**config.mk**
```make
export PLATFORM = sky130hd
export DESIGN_NAME = encr_rx_buf_reader
export DESIGN_NICKNAME = d
export VERILOG_FILES = /design/src/rtl/encr_rx_buf_reader_pkg.sv /design/src/rtl/encr_rx_rd_pipe.sv /design/src/rtl/encr_rx_buf_reader.sv
export SDC_FILE = /design/constraint.sdc
export NUM_CORES = 1
export LEC_CHECK = 0
export ABC_AREA = 1
export BUFFER_PORTS_ARGS = -buffer_cell sky130_fd_sc_hd__buf_2
export CORE_MARGIN = 4
export CORE_UTILIZATION = 35
export CTS_BUF_LIST = sky130_fd_sc_hd__clkbuf_8
export DETAILED_ROUTE_END_ITERATION = 10
export GPL_TIMING_DRIVEN = 0
export MAX_ROUTING_LAYER = met4
export SLEW_MARGIN = 20
export SYNTH_ARGS = -nofsm -noshare
export SYNTH_HDL_FRONTEND = slang
export SYNTH_HIERARCHICAL = 1
export SYNTH_SLANG_ARGS = --single-unit
```
**constraint.sdc**
```tcl
create_clock -name bbClk -period 5.25 [get_ports bbClk]
set_clock_uncertainty 0.2 [all_clocks]
set_input_delay 0.525 -clock bbClk [delete_from_list [all_inputs] [get_ports bbClk]]
set_output_delay 0.525 -clock bbClk [all_outputs]
set_load 0.01 [all_outputs]
```
**src/rtl/encr_rx_buf_reader_pkg.sv**
```systemverilog
// Shared types and constants for the encryption RX buffer reader.
// Optional MIC extraction is enabled with RW_RX_MIC_EXTRACT_EN.
package encr_rx_buf_reader_pkg;

  typedef enum logic [1:0] {
    ST_IDLE = 2'd0,
    ST_FILL = 2'd1,
    ST_OUT  = 2'd2,
    ST_DONE = 2'd3
  } rd_state_e;

  localparam int unsigned MIC_LEN    = 8;
  localparam int unsigned WORD_BYTES = 4;

  // Bytes to gather for the next word: a full word or whatever is left.
  function automatic logic [3:0] word_need(input logic [31:0] bytes_left);
    return (bytes_left >= WORD_BYTES) ? 4'(WORD_BYTES) : bytes_left[3:0];
  endfunction

endpackage

```
**src/rtl/encr_rx_rd_pipe.sv**
```systemverilog
// Tracks pops whose read data has not yet returned from the buffer RAM.
// cap marks the cycle a popped byte is valid on the read-data bus.
module encr_rx_rd_pipe #(
  parameter int unsigned RD_LATENCY = 1
) (
  input  logic       bbClk,
  input  logic       hardRstBbClk_n,
  input  logic       clr,
  input  logic       pop,
  output logic       cap,
  output logic [1:0] inflight
);

  logic [RD_LATENCY-1:0] tags;

  always_ff @(posedge bbClk or negedge hardRstBbClk_n) begin
    if (!hardRstBbClk_n) begin
      tags <= '0;
    end else if (clr) begin
      tags <= '0;
    end else begin
      tags[0] <= pop;
      for (int unsigned i = 1; i < RD_LATENCY; i++) tags[i] <= tags[i-1];
    end
  end

  assign cap = tags[RD_LATENCY-1];

  always_comb begin
    inflight = '0;
    for (int unsigned i = 0; i < RD_LATENCY; i++) inflight = inflight + {1'b0, tags[i]};
  end

endmodule

```
**src/rtl/encr_rx_buf_reader.sv**
```systemverilog
// Reads a packet byte-wise from the encryption RX buffer and packs it into 32-bit words.
// With RW_RX_MIC_EXTRACT_EN the trailing 8 bytes are diverted to micData.
module encr_rx_buf_reader
  import encr_rx_buf_reader_pkg::*;
#(
  parameter int unsigned RD_LATENCY = 1,
  parameter int unsigned PKT_LEN_W  = 16
) (
  input  logic                 bbClk,
  input  logic                 hardRstBbClk_n,
  input  logic                 softRstBbClk_p,
  input  logic                 startRead_p,
  input  logic [PKT_LEN_W-1:0] rxPayloadLen,
  input  logic                 encrRxBufFlush_p,
  input  logic                 bufferEmptyFlag,
  output logic                 popDataOutBuffer_p,
  input  logic [7:0]           readDataEncrRxBuffer,
  output logic [31:0]          wordData,
  output logic [3:0]           wordByteEn,
  output logic                 wordValid,
  input  logic                 wordReady,
  output logic                 wordLast,
  output logic                 readDone_p,
`ifdef RW_RX_MIC_EXTRACT_EN
  output logic [63:0]          micData,
  output logic                 micValid,
  output logic                 lenError_p,
`endif
  output logic                 busy
);

  rd_state_e            state, state_nx;
  logic [PKT_LEN_W-1:0] data_rem, data_len_in;
  logic [3:0]           cap_cnt, need, load_need, issued;
  logic [31:0]          word_data;
  logic [3:0]           byte_en;
  logic                 word_last;
  logic                 clr, pop, load, cap, fill_done;
  logic [1:0]           inflight;
`ifdef RW_RX_MIC_EXTRACT_EN
  logic                 mic_split, in_mic, load_mic, mic_ok, len_err;
  logic [3:0]           mic_rem;
  logic [63:0]          mic_data;
`endif

  assign clr = softRstBbClk_p | encrRxBufFlush_p;

`ifdef RW_RX_MIC_EXTRACT_EN
  assign mic_split   = rxPayloadLen >= PKT_LEN_W'(MIC_LEN);
  assign data_len_in = mic_split ? rxPayloadLen - PKT_LEN_W'(MIC_LEN) : rxPayloadLen;
`else
  assign data_len_in = rxPayloadLen;
`endif

  encr_rx_rd_pipe #(.RD_LATENCY(RD_LATENCY)) u_rd_pipe (
    .bbClk          (bbClk),
    .hardRstBbClk_n (hardRstBbClk_n),
    .clr            (clr),
    .pop            (pop),
    .cap            (cap),
    .inflight       (inflight)
  );

  // In-flight pops count toward the word so the pipe never over-reads.
  assign issued    = cap_cnt + {2'b00, inflight};
  assign fill_done = cap && (cap_cnt + 4'd1 == need);

  always_comb begin
    state_nx  = state;
    pop       = 1'b0;
    load      = 1'b0;
    load_need = '0;
`ifdef RW_RX_MIC_EXTRACT_EN
    load_mic  = 1'b0;
`endif
    case (state)
      ST_IDLE: begin
        if (startRead_p) begin
          if (rxPayloadLen == '0) begin
            state_nx = ST_DONE;
          end else if (data_len_in != '0) begin
            state_nx  = ST_FILL;
            load      = 1'b1;
            load_need = word_need(32'(data_len_in));
          end
`ifdef RW_RX_MIC_EXTRACT_EN
          else begin
            state_nx  = ST_FILL;
            load      = 1'b1;
            load_mic  = 1'b1;
            load_need = 4'(MIC_LEN);
          end
`endif
        end
      end
      ST_FILL: begin
        pop = !bufferEmptyFlag && (issued < need);
        if (fill_done) begin
`ifdef RW_RX_MIC_EXTRACT_EN
          state_nx = in_mic ? ST_DONE : ST_OUT;
`else
          state_nx = ST_OUT;
`endif
        end
      end
      ST_OUT: begin
        if (wordReady) begin
          if (data_rem != '0) begin
            state_nx  = ST_FILL;
            load      = 1'b1;
            load_need = word_need(32'(data_rem));
          end
`ifdef RW_RX_MIC_EXTRACT_EN
          else if (mic_rem != '0) begin
            state_nx  = ST_FILL;
            load      = 1'b1;
            load_mic  = 1'b1;
            load_need = mic_rem;
          end
`endif
          else begin
            state_nx = ST_DONE;
          end
        end
      end
      ST_DONE: state_nx = ST_IDLE;
      default: state_nx = ST_IDLE;
    endcase
    if (clr) begin
      state_nx = ST_IDLE;
      pop      = 1'b0;
      load     = 1'b0;
    end
  end

  always_ff @(posedge bbClk or negedge hardRstBbClk_n) begin
    if (!hardRstBbClk_n) begin
      state     <= ST_IDLE;
      data_rem  <= '0;
      cap_cnt   <= '0;
      need      <= '0;
      word_data <= '0;
      byte_en   <= '0;
      word_last <= 1'b0;
`ifdef RW_RX_MIC_EXTRACT_EN
      in_mic    <= 1'b0;
      mic_rem   <= '0;
      mic_data  <= '0;
      mic_ok    <= 1'b0;
      len_err   <= 1'b0;
`endif
    end else if (clr) begin
      state     <= ST_IDLE;
      data_rem  <= '0;
      cap_cnt   <= '0;
      need      <= '0;
      word_data <= '0;
      byte_en   <= '0;
      word_last <= 1'b0;
`ifdef RW_RX_MIC_EXTRACT_EN
      in_mic    <= 1'b0;
      mic_rem   <= '0;
      mic_data  <= '0;
      mic_ok    <= 1'b0;
      len_err   <= 1'b0;
`endif
    end else begin
      state <= state_nx;
      if (state == ST_IDLE && startRead_p) begin
        data_rem <= data_len_in;
`ifdef RW_RX_MIC_EXTRACT_EN
        mic_rem  <= mic_split ? 4'(MIC_LEN) : '0;
        mic_ok   <= mic_split;
        len_err  <= !mic_split;
        mic_data <= '0;
`endif
      end
      if (load) begin
        cap_cnt   <= '0;
        need      <= load_need;
        word_data <= '0;
        byte_en   <= '0;
        word_last <= 1'b0;
`ifdef RW_RX_MIC_EXTRACT_EN
        in_mic    <= load_mic;
`endif
      end else if (state == ST_FILL && cap) begin
        cap_cnt <= cap_cnt + 4'd1;
`ifdef RW_RX_MIC_EXTRACT_EN
        if (in_mic) begin
          mic_data[{cap_cnt[2:0], 3'b000} +: 8] <= readDataEncrRxBuffer;
          if (mic_rem != '0) mic_rem <= mic_rem - 4'd1;
        end else begin
`endif
          word_data[{cap_cnt[1:0], 3'b000} +: 8] <= readDataEncrRxBuffer;
          byte_en[cap_cnt[1:0]]                  <= 1'b1;
          if (data_rem != '0) data_rem <= data_rem - PKT_LEN_W'(1);
          if (fill_done) word_last <= (data_rem == PKT_LEN_W'(1));
`ifdef RW_RX_MIC_EXTRACT_EN
        end
`endif
      end
    end
  end

  assign popDataOutBuffer_p = pop;
  assign wordData           = word_data;
  assign wordByteEn         = byte_en;
  assign wordValid          = (state == ST_OUT);
  assign wordLast           = word_last && (state == ST_OUT);
  assign readDone_p         = (state == ST_DONE);
  assign busy               = (state != ST_IDLE);
`ifdef RW_RX_MIC_EXTRACT_EN
  assign micData            = mic_data;
  assign micValid           = (state == ST_DONE) && mic_ok;
  assign lenError_p         = (state == ST_DONE) && len_err;
`endif

endmodule

```
==> flow_metrics.py, run 1 <==
metrics = {
    "finish": {
        "final-seq-area_sq_um": 1600,
        "multi_input_area_sq_um": 2000,
        "antenna_cells": 0,
        "syn2layout_area_growth_pct": 20.3,
        "final_common_cell": "nand2_1",
        "nNetsFinal": 621,
        "fillers": 1121,
        "final_cell_count_no_fill": 718,
        "layout_common_cells": "109 x nand2_1, 73 x buf_2, 64 x nor2_1, 64 x dfrtp_1, 43 x inv_1",
        "drive_above_1_share": 0.253,
    },
    "synth": {
        "synth_top_area_frac": 0.411,
        "syn_nets": 537,
        "synthCells": 489,
        "yosys_warnings": 6,
        "yosysSeqAreaShare": 0.411,
        "synth.distinct_cells": 34,
        "synth_area_sq_um": 3890,
        "syn_avg_cell_area_sq_um": 7.96,
        "synth_top_cell_by_area": "dfrtp_1",
        "synth.top_cells.by_area": "dfrtp_1 41%, nand2_1 11%, nor2_1 6.2%",
        "yosys_register_bits": 64,
    },
    "place": {
        "gp_congestion": 0.872,
        "place_inst": 701,
        "portBuffers": 71,
        "place.detailed.hpwl_mm": 7.58,
    },
    "timing": {
        "setup_viol": 0,
        "rsz0062_at_grt": "false",
        "hold_violations": 0,
        "final.setup.tns_ns": 0,
        "fmax_mhz": 299,
        "worst_slew_pin_slew_ns": 0.567,
        "drv_slew": 0,
        "slew_headroom": 0.622,
        "period_share": 0.637,
        "period_needed_ns": 3.34,
    },
    "worst_setup_path": {
        "crit_path_cell_trace": "ha_1 > fa_1 > xor2_1 > ha_1 > nand2_1 > o21ai_0 > nor4_1 > buf_2",
        "r2r_start": "cap_cnt[0]",
        "crit_top_cell": "ha_1",
        "cpPeakStageDelay_ns": 0.53,
        "cp_max_fo": 12,
        "worst_r2r_endpoint": "wordData[5]",
        "cp.depth": 8,
        "cp-startpoint": "cap_cnt[0]",
        "cp-end-kind": "output pin",
        "arrival_ns": 2.62,
        "cp_slowest_cell": "dfrtp_1",
        "crit_type": "reg -> out",
        "startpoint_type": "flip-flop",
        "critical-path-top-delay-family": "adder cells",
        "cp.required_ns": 4.53,
        "path_buf_inv": 1,
        "crit_end": "popDataOutBuffer_p",
        "ff2ff_setup_slack_ns": 2.54,
        "r2r.worst_path.cells": 8,
    },
    "detailed_routing": {
        "wl_per_cell_microns": 13.9,
        "post-route-drc-count": 0,
        "wl_mm": 9.95,
        "vias": 3557,
        "first_pass_iters": 5,
        "drtIter0Drc": 152,
        "routed_via_density": 4.95,
        "antenna_left": 0,
    },
    "floorplanning": {
        "die_width_microns": 113,
        "core_sq_um": 10800,
        "die_h_microns": 113,
        "ios": 72,
        "rows": 38,
        "dieArea_sq_um": 12900,
        "start_util": 0.359,
    },
    "pwr": {
        "power.density_nw_per_um2": 245,
        "vdd_drop_max_mv": 0.172,
        "power.leakage_uw": 0.00231,
    },
    "clock_tree": {
        "post_cts_buffers": 0,
        "tritoncts": "done",
        "path_clk_slew_ns": 0.08,
        "cts-root-buf": "clkbuf_8",
        "cts_sinks": 64,
        "h-tree-depth": 3,
        "clock_latency_ns": 0.34,
        "cts_hold_buf": 1,
        "clock_path_buffers": 2,
        "numCtsBuffers": 9,
        "cts_resized": 0,
    },
    "hold_path": {
        "hp-class": "in -> reg",
    },
    "global_route": {
        "grt_pass1_vias": 3355,
        "grt_max_degree": 37,
        "met3_usage": 0.0318,
        "grt_most_used_layer": "met2",
        "global_route.usage.met1": 0.214,
        "antenna_found_initial": 0,
        "grtUsageTotal": 0.162,
        "grt_pass1_wl_mm": 16.6,
        "gr-total-overflow": 0,
        "use_met2": 0.262,
    },
    "run_status": {
        "status": "complete, no violations",
    },
    "job": {
        "maxCapViolations": 0,
    },
}
[registers in the layout (all words and copies together), names as in the netlist]
| register | count |
|---|---|
| state | 2 |
| word_last | 1 |
| wordData | 32 |
| need | 4 |
| wordByteEn | 4 |
| u_rd_pipe/cap | 1 |
| cap_cnt | 4 |
| data_rem | 16 |
[cells by family after synthesis]
family | after synthesis | synth area share
other | 1 | 0.000963
flip-flops | 64 | 0.411
buffers and inverters | 66 | 0.0762
AO/OA/AOI/OAI | 83 | 0.138
AND/OR/NAND/NOR | 244 | 0.285
XOR/XNOR | 14 | 0.0315
adder cells (fa/ha/maj) | 17 | 0.0566
[how the worst min path moves through the flow]
stage                     from             to  slack, ns  cells past startpoint
3_5_place_dp    hardRstBbClk_n     cap_cnt[2]       0.29                      1
6_report       bufferEmptyFlag  u_rd_pipe/cap       0.25                      4
5_1_grt        bufferEmptyFlag  u_rd_pipe/cap       0.27                      4
3_3_place_gp           need[1]        need[1]       0.30                      2
4_1_cts        bufferEmptyFlag  u_rd_pipe/cap       0.23                      4
2_1_floorplan   hardRstBbClk_n     cap_cnt[0]       0.03                      0
[tightest hold or removal path: stages]
cell and delay, ns:
buf_2 0.08, nor4_1 0.05, inv_1 0.06, nor2_2 0.03
[where the power goes]
| part | total [uW] | internal [uW] | switching [uW] | leakage, uW |
|---|---|---|---|---|
| logic | 155 | 54.4 | 101 | 0.00131 |
| registers | 507 | 499 | 8.04 | 0.000888 |
| clock network | 483 | 272 | 211 | 0.000114 |
| total | 1150 | 826 | 320 | 0.00231 |
[routing by layer]
layer  routed length, microns  up-vias
met5                        0        -
met4                       50        0
met3                      514        4
met2                     4800      100
met1                     4590     1677
li1                         -     1776
[synthesized netlist by cell type, drive strengths merged]
master  count
a22oi      24
xnor2       1
nor2       84
a211oi      1
nor4        1
nor3        3
dfrtp      64
clkinv      1
nand2     116
fa          1
clkbuf      5
ha         16
nand3      22
inv        49
buf        11
o22ai       2
o21ai      20
or2         1
a31oi       1
xor2       13
nand4      17
a21oi      32
o211ai      3
conb        1
[stage by stage]
step | util | power (uW) | instance area, sq um | worst slack (ns) | hold slack (ns)
5_1_grt | 0.432 | 1200 | 4680 | 1.69 | 0.266
4_1_cts | 0.432 | 1160 | 4680 | 1.85 | 0.232
2_1_floorplan | - | 618 | 3890 | 2.44 | 0.0294
3_5_place_dp | 0.410 | 672 | 4450 | 2.23 | 0.290
3_3_place_gp | 0.408 | 668 | 4420 | 2.29 | 0.298
6_report | 0.432 | 1150 | 4680 | 1.91 | 0.246
[area by class of cell]
cell class | instances | share of cell area
Clock inverter | 7 | 0.0222
Tap cell | 140 | 0.0374
Clock buffer | 9 | 0.0264
Buffer | 16 | 0.0232
Sequential cell | 64 | 0.342
Timing Repair Buffer | 73 | 0.0828
Multi-Input combinational cell | 359 | 0.426
Inverter | 50 | 0.0401
Power figures use the tool's default switching activity.
==> run 2, diff against run 1 <==
Clock period 5.25 ns to 2.9 ns, I/O delays scaled along.
==> run 2 against run 1 <==
Compared with the run above:
- sequential share of layout area is 0.67 points lower
- final area is 2.2% higher
- die area stayed put
- non-clock buffer count is 4 higher
- largest cell class unchanged
- global-route usage is 0.081 points higher
- count of clock-buffer cells in the layout stayed put
- wire length is 0.78% higher
- core utilization is 0.93 points higher
==> flow_metrics.py, run 2 (same netlist as run 1, synthesis figures left out) <==
metrics = {
    "detailed_routing": {
        "first_pass_iters": 5,
        "drtIter0Drc": 153,
        "wl_mm": 10.0,
        "wl_per_cell_microns": 13.9,
        "routed_via_density": 4.97,
        "antenna_left": 0,
        "vias": 3588,
        "post-route-drc-count": 0,
    },
    "finish": {
        "largest_reg_flops": 32,
        "nNetsFinal": 625,
        "antenna_cells": 0,
        "final_common_cell": "nand2_1",
        "layout_common_cells": "109 x nand2_1, 73 x buf_2, 64 x nor2_1",
        "fillers": 1117,
        "drive_above_1_share": 0.277,
        "finish.utilization": 0.441,
        "syn2layout_area_growth_pct": 22.9,
    },
    "place": {
        "place.detailed.hpwl_mm": 7.58,
        "gp_congestion": 0.872,
        "portBuffers": 71,
    },
    "worst_setup_path": {
        "ff2ff_setup_slack_ns": 0.38,
        "arrival_ns": 2.29,
        "r2r.worst_path.cells": 9,
        "crit_path_cell_trace": "ha_4 > fa_2 > ha_4 > a21oi_2 > o21ai_1 > nor4_2 > buf_2",
        "cp_max_fo": 2,
        "cpPeakStageDelay_ns": 0.56,
        "cp-end-kind": "output pin",
        "cp.required_ns": 2.41,
        "startpoint_type": "flip-flop",
        "cp_slowest_cell": "fa_2",
        "crit_type": "reg -> out",
        "crit_top_cell": "ha_4",
    },
    "clock_tree": {
        "tritoncts": "done",
        "path_clk_slew_ns": 0.08,
        "numCtsBuffers": 9,
        "cts-root-buf": "clkbuf_8",
        "clock_latency_ns": 0.34,
        "h-tree-depth": 3,
        "cts_sinks": 64,
        "clock_path_buffers": 2,
    },
    "timing": {
        "fmax_mhz": 359,
        "slew_headroom": 0.632,
        "rsz0062_at_grt": "true",
        "hold_violations": 0,
        "setup_viol": 0,
        "holdWs_ns": 0.0492,
        "period_share": 0.960,
        "worst_slew_pin_slew_ns": 0.550,
        "period_needed_ns": 2.78,
        "final.setup.tns_ns": 0,
        "drv_slew": 0,
    },
    "pwr": {
        "vdd_drop_max_mv": 0.311,
        "power.leakage_uw": 0.00233,
        "power.density_nw_per_um2": 435,
    },
    "global_route": {
        "grt_max_degree": 37,
        "grt_pass1_wl_mm": 16.7,
        "antenna_found_initial": 0,
        "grt_pass1_vias": 3428,
        "gr-total-overflow": 0,
        "grtUsageTotal": 0.163,
    },
    "floorplanning": {
        "dieArea_sq_um": 12900,
        "die_width_microns": 113,
        "rows": 38,
        "start_util": 0.359,
        "die_h_microns": 113,
        "ios": 72,
        "core_sq_um": 10800,
    },
    "run_status": {
        "status": "complete, no violations",
    },
    "hold_path": {
        "whs_path_depth": 3,
        "hp-class": "in -> reg",
    },
    "job": {
        "maxCapViolations": 0,
    },
}
## run 2: metrics by stage
stage,total power [uW],cells,setup WS [ns],area [sq um]
floorplan,1120,489,0.325,3890
global route,2170,722,-0.0320,4790
detailed placement,1220,701,0.114,4450
CTS,2110,723,-0.0260,4780
global placement,1210,700,0.179,4420
finish,2080,722,0.116,4790
## run 2: layer usage
layer  track usage  wire length [microns]  share of wire  up-vias
met2         0.267                   4880           0.49      106
met3        0.0324                    580          0.058        7
met1         0.211                   4490           0.45     1699
met4        0.0337                     72         0.0072        0
met5             -                      0              0        -
li1              -                      -              -     1776
## run 2: worst max-delay path, delay by kind of cell (launching register included)
kind / cells / cell delay [ns]
AO/OA/AOI/OAI: 2 / 0.19
buffers and inverters: 1 / 0.19
adder cells (fa/ha/maj): 3 / 0.93
AND/OR/NAND/NOR: 1 / 0.20
flip-flops: 1 / 0.43
## run 2: final timing paths
kind / from / endpoint
worst max register to register: cap_cnt[0] / wordData[5]
max in group asynchronous: hardRstBbClk_n / wordData[9]
worst min register to register: wordByteEn[3] / wordByteEn[3]
min in group asynchronous: hardRstBbClk_n / cap_cnt[2]
worst max-delay path: cap_cnt[0] / popDataOutBuffer_p
worst min-delay path: readDataEncrRxBuffer[7] / wordData[7]
## run 2: layout make-up
cell class,count,area [sq um],share of cell area
Buffer,14,98.8,0.0207
Clock buffer,9,124,0.0259
Clock inverter,7,104,0.0217
Inverter,50,188,0.0392
Multi-Input combinational cell,359,2050,0.429
Sequential cell,64,1600,0.335
Tap cell,140,175,0.0366
Timing Repair Buffer,79,439,0.0918
## run 2: timing repair
| item | in CTS | in global routing |
|---|---|---|
| resized for setup | 12 | 3 |
| endpoints found under the hold margin | 29 | 0 |
| gates cloned | 0 | 0 |
| setup buffers | 5 | 0 |
| hold buffers | 2 | 0 |
| pin swaps | 7 | 1 |
| setup endpoints to repair | 1 | 9 |
## run 2: where the power goes
| group | total [uW] | internal [uW] | leakage (uW) | switching [uW] |
|---|---|---|---|---|
| Clock | 877 | 493 | 0.000114 | 384 |
| Sequential | 918 | 904 | 0.000885 | 14.5 |
| Combinational | 285 | 101 | 0.00133 | 184 |
| Total | 2080 | 1500 | 0.00233 | 583 |
